[config.mk]
export PLATFORM = sky130hd
export DESIGN_NAME = masked_subbytes_seq
export DESIGN_NICKNAME = d
export VERILOG_FILES = /design/src/rtl/masked_subbytes_seq.sv
export SDC_FILE = /design/constraint.sdc
export NUM_CORES = 1
export LEC_CHECK = 0
export CELL_PAD_IN_SITES_DETAIL_PLACEMENT = 0
export CELL_PAD_IN_SITES_GLOBAL_PLACEMENT = 1
export CORE_ASPECT_RATIO = 0.5
export CORE_MARGIN = 3
export CORE_UTILIZATION = 43
export CTS_BUF_LIST = sky130_fd_sc_hd__clkbuf_16
export DETAILED_ROUTE_END_ITERATION = 7
export PLACE_DENSITY_LB_ADDON = 0.1
export SKIP_CTS_REPAIR_TIMING = 1
export SLEW_MARGIN = 5
export SYNTH_ARGS = -nofsm -noshare
export SYNTH_HDL_FRONTEND = slang
export SYNTH_SLANG_ARGS = --single-unit
[constraint.sdc]
create_clock -name clk -period 3.4 [get_ports clk]
set_clock_uncertainty 0.2 [all_clocks]
set_input_delay 0.51 -clock clk [delete_from_list [all_inputs] [get_ports clk]]
set_output_delay 0.51 -clock clk [all_outputs]
set_load 0.05 [all_outputs]
[src/rtl/masked_subbytes_seq.sv]
// Byte-serial sequencer around a 2-share pipelined masked AES sbox.
// Shares are kept in separate registers throughout and are never recombined.
module masked_subbytes_seq #(
    parameter int unsigned SBOX_LAT = 4,
    parameter int unsigned NBYTES   = 16
) (
    input  logic                  clk,
    input  logic                  rst_n,
    input  logic                  in_valid,
    output logic                  in_ready,
    input  logic [8*NBYTES-1:0]   in_s0,
    input  logic [8*NBYTES-1:0]   in_s1,
    output logic [7:0]            sb_t0,
    output logic [7:0]            sb_t1,
    input  logic [7:0]            sb_y0,
    input  logic [7:0]            sb_y1,
    output logic                  out_valid,
    input  logic                  out_ready,
    output logic [8*NBYTES-1:0]   out_s0,
    output logic [8*NBYTES-1:0]   out_s1,
    output logic                  busy
);

    localparam int unsigned W  = 8 * NBYTES;
    localparam int unsigned IW = $clog2(NBYTES);
    localparam int unsigned CW = IW + 1;

    typedef enum logic [1:0] {StIdle, StIssue, StDrain, StDone} state_e;

    state_e                       state_q, state_d;
    logic [W-1:0]                 s0_q, s0_d, s1_q, s1_d;
    logic [W-1:0]                 acc0_q, acc0_d, acc1_q, acc1_d;
    logic [IW-1:0]                icnt_q, icnt_d;
    logic [CW-1:0]                ccnt_q, ccnt_d;
    logic [7:0]                   t0_q, t0_d, t1_q, t1_d;
    logic [SBOX_LAT-1:0]          tag_vld_q, tag_vld_d;
    logic [SBOX_LAT-1:0][IW-1:0]  tag_idx_q, tag_idx_d;
    logic                         out_valid_q, out_valid_d;
    logic                         issue;

    always_comb begin
        state_d     = state_q;
        s0_d        = s0_q;
        s1_d        = s1_q;
        acc0_d      = acc0_q;
        acc1_d      = acc1_q;
        icnt_d      = icnt_q;
        ccnt_d      = ccnt_q;
        t0_d        = '0;
        t1_d        = '0;
        out_valid_d = out_valid_q;
        issue       = 1'b0;
        tag_vld_d   = '0;
        tag_idx_d   = '0;

        unique case (state_q)
            StIdle: begin
                if (in_valid) begin
                    s0_d    = in_s0;
                    s1_d    = in_s1;
                    icnt_d  = '0;
                    ccnt_d  = '0;
                    state_d = StIssue;
                end
            end
            StIssue: begin
                issue  = 1'b1;
                t0_d   = s0_q[{icnt_q, 3'b000} +: 8];
                t1_d   = s1_q[{icnt_q, 3'b000} +: 8];
                icnt_d = icnt_q + 1'b1;
                if (icnt_q == IW'(NBYTES - 1)) begin
                    state_d = StDrain;
                end
            end
            StDrain: begin
                if (ccnt_q == CW'(NBYTES)) begin
                    state_d     = StDone;
                    out_valid_d = 1'b1;
                    s0_d        = '0;
                    s1_d        = '0;
                end
            end
            StDone: begin
                if (out_ready) begin
                    state_d     = StIdle;
                    out_valid_d = 1'b0;
                    acc0_d      = '0;
                    acc1_d      = '0;
                end
            end
            default: state_d = StIdle;
        endcase

        // Tag line mirrors the sbox pipeline so the tail marks which byte is on sb_y*.
        tag_vld_d[0] = issue;
        tag_idx_d[0] = icnt_q;
        for (int j = 1; j < SBOX_LAT; j++) begin
            tag_vld_d[j] = tag_vld_q[j-1];
            tag_idx_d[j] = tag_idx_q[j-1];
        end

        if (tag_vld_q[SBOX_LAT-1]) begin
            acc0_d[{tag_idx_q[SBOX_LAT-1], 3'b000} +: 8] = sb_y0;
            acc1_d[{tag_idx_q[SBOX_LAT-1], 3'b000} +: 8] = sb_y1;
            ccnt_d = ccnt_q + 1'b1;
        end
    end

    always_ff @(posedge clk or negedge rst_n) begin
        if (!rst_n) begin
            state_q     <= StIdle;
            s0_q        <= '0;
            s1_q        <= '0;
            acc0_q      <= '0;
            acc1_q      <= '0;
            icnt_q      <= '0;
            ccnt_q      <= '0;
            t0_q        <= '0;
            t1_q        <= '0;
            tag_vld_q   <= '0;
            tag_idx_q   <= '0;
            out_valid_q <= 1'b0;
        end else begin
            state_q     <= state_d;
            s0_q        <= s0_d;
            s1_q        <= s1_d;
            acc0_q      <= acc0_d;
            acc1_q      <= acc1_d;
            icnt_q      <= icnt_d;
            ccnt_q      <= ccnt_d;
            t0_q        <= t0_d;
            t1_q        <= t1_d;
            tag_vld_q   <= tag_vld_d;
            tag_idx_q   <= tag_idx_d;
            out_valid_q <= out_valid_d;
        end
    end

    assign in_ready  = (state_q == StIdle);
    assign busy      = (state_q != StIdle);
    assign sb_t0     = t0_q;
    assign sb_t1     = t1_q;
    assign out_valid = out_valid_q;
    // Partially collected shares stay hidden until the full state is valid.
    assign out_s0    = acc0_q & {W{out_valid_q}};
    assign out_s1    = acc1_q & {W{out_valid_q}};

endmodule

-- Word-level counts from Yosys, hierarchy flattened
Index checks and enable logic that the tools add are counted.
- output and inout port bits: 275
- register bits after elaboration: 560
- multiplexer cells: 29
- add/subtract/negate cells: 3
- reductions and logical operators: 12
- shifts and indexed selects: 5
- bitwise operators: 2
- equal/unequal tests: 9
- operator list (operator ; number):
    128-bit 2-to-1 mux ; 9
    128-bit case mux with 2 select lines ; 2
    128-bit AND ; 2
    128-bit bitwise mux ; 2
    128-bit by 8-bit variable part select with 8-bit output ; 2
    8-bit by 9-bit variable part select with 128-bit output ; 2
    8-bit by 9-bit variable shift with 128-bit output, first input constant ; 1
    8-bit 2-to-1 mux ; 2
    5-bit 2-to-1 mux ; 3
    2-bit nonzero test ; 6
    7-bit negation with 9-bit output ; 1
    2-bit 2-to-1 mux ; 4
    2-bit != test, second input constant ; 4
    2-bit case mux with 4 select lines ; 1
    4-bit case mux with 2 select lines ; 1
    3-bit AND reduction ; 2
    5-bit by 1-bit adder with 5-bit output, second input constant ; 1
    5-bit == test, second input constant ; 1
    4-bit by 1-bit adder with 4-bit output, second input constant ; 1
    2-bit == test, second input constant ; 2
    4-bit == test, second input constant ; 1
    4-bit 2-to-1 mux ; 1
    2-bit AND reduction ; 2
    4-bit AND reduction ; 1
    4 further kinds ; 6

-- Depth between registers and ports, before layout
- depth in word-level cells: 4
- mapped depth: 11
- gate-level depth less buffers: 6

-- Worst setup path before layout
OpenSTA, ideal clock, no wires.
- kind: register -> register
- start point: register state_q[0]
- end point: register s0_q[104]
- arrival time: 2.326 ns
- cell stages (with the launch flop): 12
- setup slack: 0.791 ns
- data required time: 3.117 ns
- cells stage by stage: dfrtp_1 inv_1 ha_1 buf_2 mux2_2 o21ai_4 buf_6 buf_4 buf_4 buf_4 nand2_1 o21ai_0
- word-level cells in the longest chain between the ends: 3
- elaborated cells between the ends (all ways): 7
- RTL lines (element ; line ; text):
    start: declaration ; 30 ; state_e state_q, state_d;
    start signal: assignment ; 111 ; state_q <= StIdle;
    start signal: assignment ; 124 ; state_q <= state_d;
    2-bit zero test (*) ; - ;
    via in_ready ; 10 ; output logic in_ready,
    2-bit != test (no line) / 2-bit nonzero test (equally long branches) ; - ;
    3-bit AND reduction (no line) ; - ;
    end signal: assignment ; 112 ; s0_q <= '0;
    end signal: assignment ; 125 ; s0_q <= s0_d;
    end: declaration ; 31 ; logic [W-1:0] s0_q, s0_d, s1_q, s1_d;
Mark *: on every way through the listed nets, which the timed path passes. The rest lies on a longest branch.
A chain may end at the register's enable or synchronous reset.

-- Worst setup path after layout
- start point: register out_valid_q (netlist: out_valid)
- end point: output port out_s1[82]
- word-level cells in the longest chain between the ends: 1
- RTL lines (element ; line ; text):
    start: declaration ; 38 ; logic out_valid_q, out_valid_d;
    start signal: assignment ; 135 ; out_valid_q <= out_valid_d;
    128-bit AND ; 146 ; assign out_s1 = acc1_q & {W{out_valid_q}};
    end: declaration ; 20 ; output logic [8*NBYTES-1:0] out_s1,
Every way passes these cells.

==> results.yml <==
clock_tree:
  path_clk_slew_ns: 0.07
  clkLatencyLatePin_ns: 0.58
  cts_root_buf: "clkbuf_16"
  cts_sinks: 560
  cts_tree: "yes"
  numCtsBuffers: 51
  htreeDepth: 2
  clock_path_buffers: 3
critical_path:
  path_cells: "buf_12, and2_1, clkdlybuf4s50_1"
  cp_max_fo: 93
  worstSetupStartpoint: "out_valid"
  crit_buf_inv: 2
  worstSetupEndpointType: "primary output"
  r2r-start: "tag_idx_q[12]"
  cp-start-kind: "flip-flop"
  critPathTopFamily: "buffers and inverters"
  required_ns: 2.69
  cpPeakStageDelay_ns: 0.83
  arrival_ns: 2.58
  path_class: "reg -> out"
  slowest_stage: "clkdlybuf4s50_1"
final_layout:
  area_growth_pct: 29.9
  stdcell_count: 3978
  drive_above_1_share_pct: 7.46
  fin_nets: 3413
  finish.utilization_pct: 57.1
placed_design:
  portBuffers: 550
  placed_cells: 3884
  gp_congestion: 0.815
  hpwl_um: 56300
  post-place-ws_ns: 0.597
yosys:
  synthFlopType: "dfrtp_1"
  ys_types: 49
  muxShareOfSynthArea_pct: 12.5
  synth-seq-area-share_pct: 53.2
  yosysMostFrequentCell: "nand2_1"
  synth-compound-area-share_pct: 8.88
  synthTopCellsByCount: "nand2_1, dfrtp_1, o21ai_0"
  synthArstFlopShare_pct: 100
  ys_ff_latch: 560
  yosys.area_share.simple_pct: 20.4
  synth_xor_area_share_pct: 0.199
  synth_top_family_by_area: "simple AND/OR/NAND/NOR gates"
  synth.avg_cell_area_um2: 9.87
  synth_cells: 2668
  syn_area_um2: 26300
  syn_nets: 2954
  yosysWarnings: 0
  yosysTopAreaCell: "dfrtp_1"
  synthAdderAreaFrac_pct: 0.475
  synth_edf_count: 0
  synth.top_cell.area_share_pct: 53.2
  ys_top_cells_by_area: "dfrtp_1, nand2_1, mux2i_1"
floorplanning:
  core-area_um2: 59900
  die_w_um: 356
  fp-row-count: 63
  start_util_pct: 44.0
  io_pins: 551
  die-area_um2: 64400
  die_h_um: 181
power_and_ir_drop:
  swShare_pct: 41.7
  ir_drop_mv: 0.883
  pwr-share-clk_pct: 20.1
  power_density_nw_per_um2: 806
  leakagePower_nw: 15.7
  sequentialPowerShare_pct: 36.4
  p_int_mw: 16.1
  p_sw_mw: 11.5
  comb_power_share_pct: 43.5
worst_hold_path:
  hold_path_class: "reg -> reg"
  hold_path.startpoint: "tag_idx_d[9]"
detailed_routing:
  drc_errors: 0
  routed_via_density: 5.11
  vias: 20300
  drtIter0Drc: 1440
  wirelength_um: 79100
  drtAntennaViolNets: 0
  routedWlPerCell_um: 19.9
  firstDrtPassIters: 5
timing:
  min_period_over_period_pct: 96.7
  finalHoldViolCount: 0
  timing.fmax_ghz: 0.304
  slew_headroom_pct: 27.6
  finalCriticalPeriod_ns: 3.29
  tightest_slew_ns: 1.09
  final_max_slew_viol_count: 0
  fin_setup_tns_ns: 0
  setup_viol_count_final: 0
  post-route-worst-setup-slack_ns: 0.112
  rsz0062_at_grt: "no"
run_status:
  status: "completed"
global_route:
  antenna_found_initial: 2
  grt_usage_pct: 24.4
  grt_pass1_vias: 20700
  grt_max_degree: 258
  gr-total-overflow: 0
  grt_first_pass_wirelength_um: 122000
job:
  drv_cap: 0
-- state kept, by name, indices dropped and copies added (netlist names), 5 cells and up --
register	flops
sb_t1	8
s1_q	128
s0_q	128
acc0_q	128
ccnt_q	5
sb_t0	8
tag_idx_d	12
acc1_q	128
-- power groups by stage --
stage / Clock, mW / Combinational [mW] / Sequential [mW]
detailed placement: 0 / 12.1 / 10.2
global route: 5.97 / 13.3 / 10.3
CTS: 5.67 / 12.1 / 10.1
global placement: 0 / 11.9 / 10.1
floorplan: 0 / 8.49 / 9.86
finish: 5.54 / 12.0 / 10.0
-- cells in the final DEF (no fill, tap or decap), types with 4 or more instances in the layout --
cell type          n
nand3_1          140
clkinv_1          13
o21ai_0          282
nor2_4             6
clkdlybuf4s50_1  541
mux2i_1          232
inv_1             35
o21ai_2           21
and2_1           258
a22oi_1           30
xnor2_1            4
ha_1              10
o21ai_1           39
clkbuf_16         53
nand2_1          730
mux4_2            42
a21oi_1            6
a22o_1             4
o211ai_1           8
nand2b_1           6
o22ai_1            7
clkinv_2          12
dfrtp_1          557
buf_4             46
buf_12            24
-- stage by stage --
step / instance area [um2] / power (mW) / hold WS [ns]
2_1_floorplan: 26300 / 18.3 / 0.0144
3_3_place_gp: 32600 / 22.0 / 0.132
3_5_place_dp: 32600 / 22.3 / 0.135
4_1_cts: 34200 / 27.9 / -0.280
5_1_grt: 34200 / 29.5 / 0.146
6_report: 34200 / 27.6 / 0.142
-- cells by family after synthesis --
group | after synthesis
DFF | 560
and+or+nand+nor | 1169
AOI/OAI and AO/OA | 410
muxes | 277
buffers and inverters | 236
xor gates and xnor gates | 6
adders and majority gates | 10
-- final cells by class --
class	count	area (um2)
fillers	5313	25700
multi-input cells	1872	11200
inverters	28	113
diodes	2	5.00
flip-flops and latches	560	14000
clock inverters	37	210
clock buffers	53	1330
well taps	812	1020
repair buffers	614	6280
-- worst paths after layout --
path                            endpoint  slack, ns  cells past startpoint
max                           out_s1[82]       0.11                      3
min                        tag_idx_d[13]       0.14                      0
max reg2reg                   acc1_q[84]       0.58                      6
min reg2reg                tag_idx_d[13]       0.14                      0
max in group asynchronous       s1_q[10]       1.71                      4
min in group asynchronous     acc0_q[90]       0.32                      2
-- routing by layer --
metal / track usage, % / wire length, um
met3: 3.36 / 2950
met2: 44.3 / 41600
met5: 0 / 0
met1: 30.3 / 32300
met4: 6.77 / 2280
No activity file was read; power rests on OpenSTA's default activity.
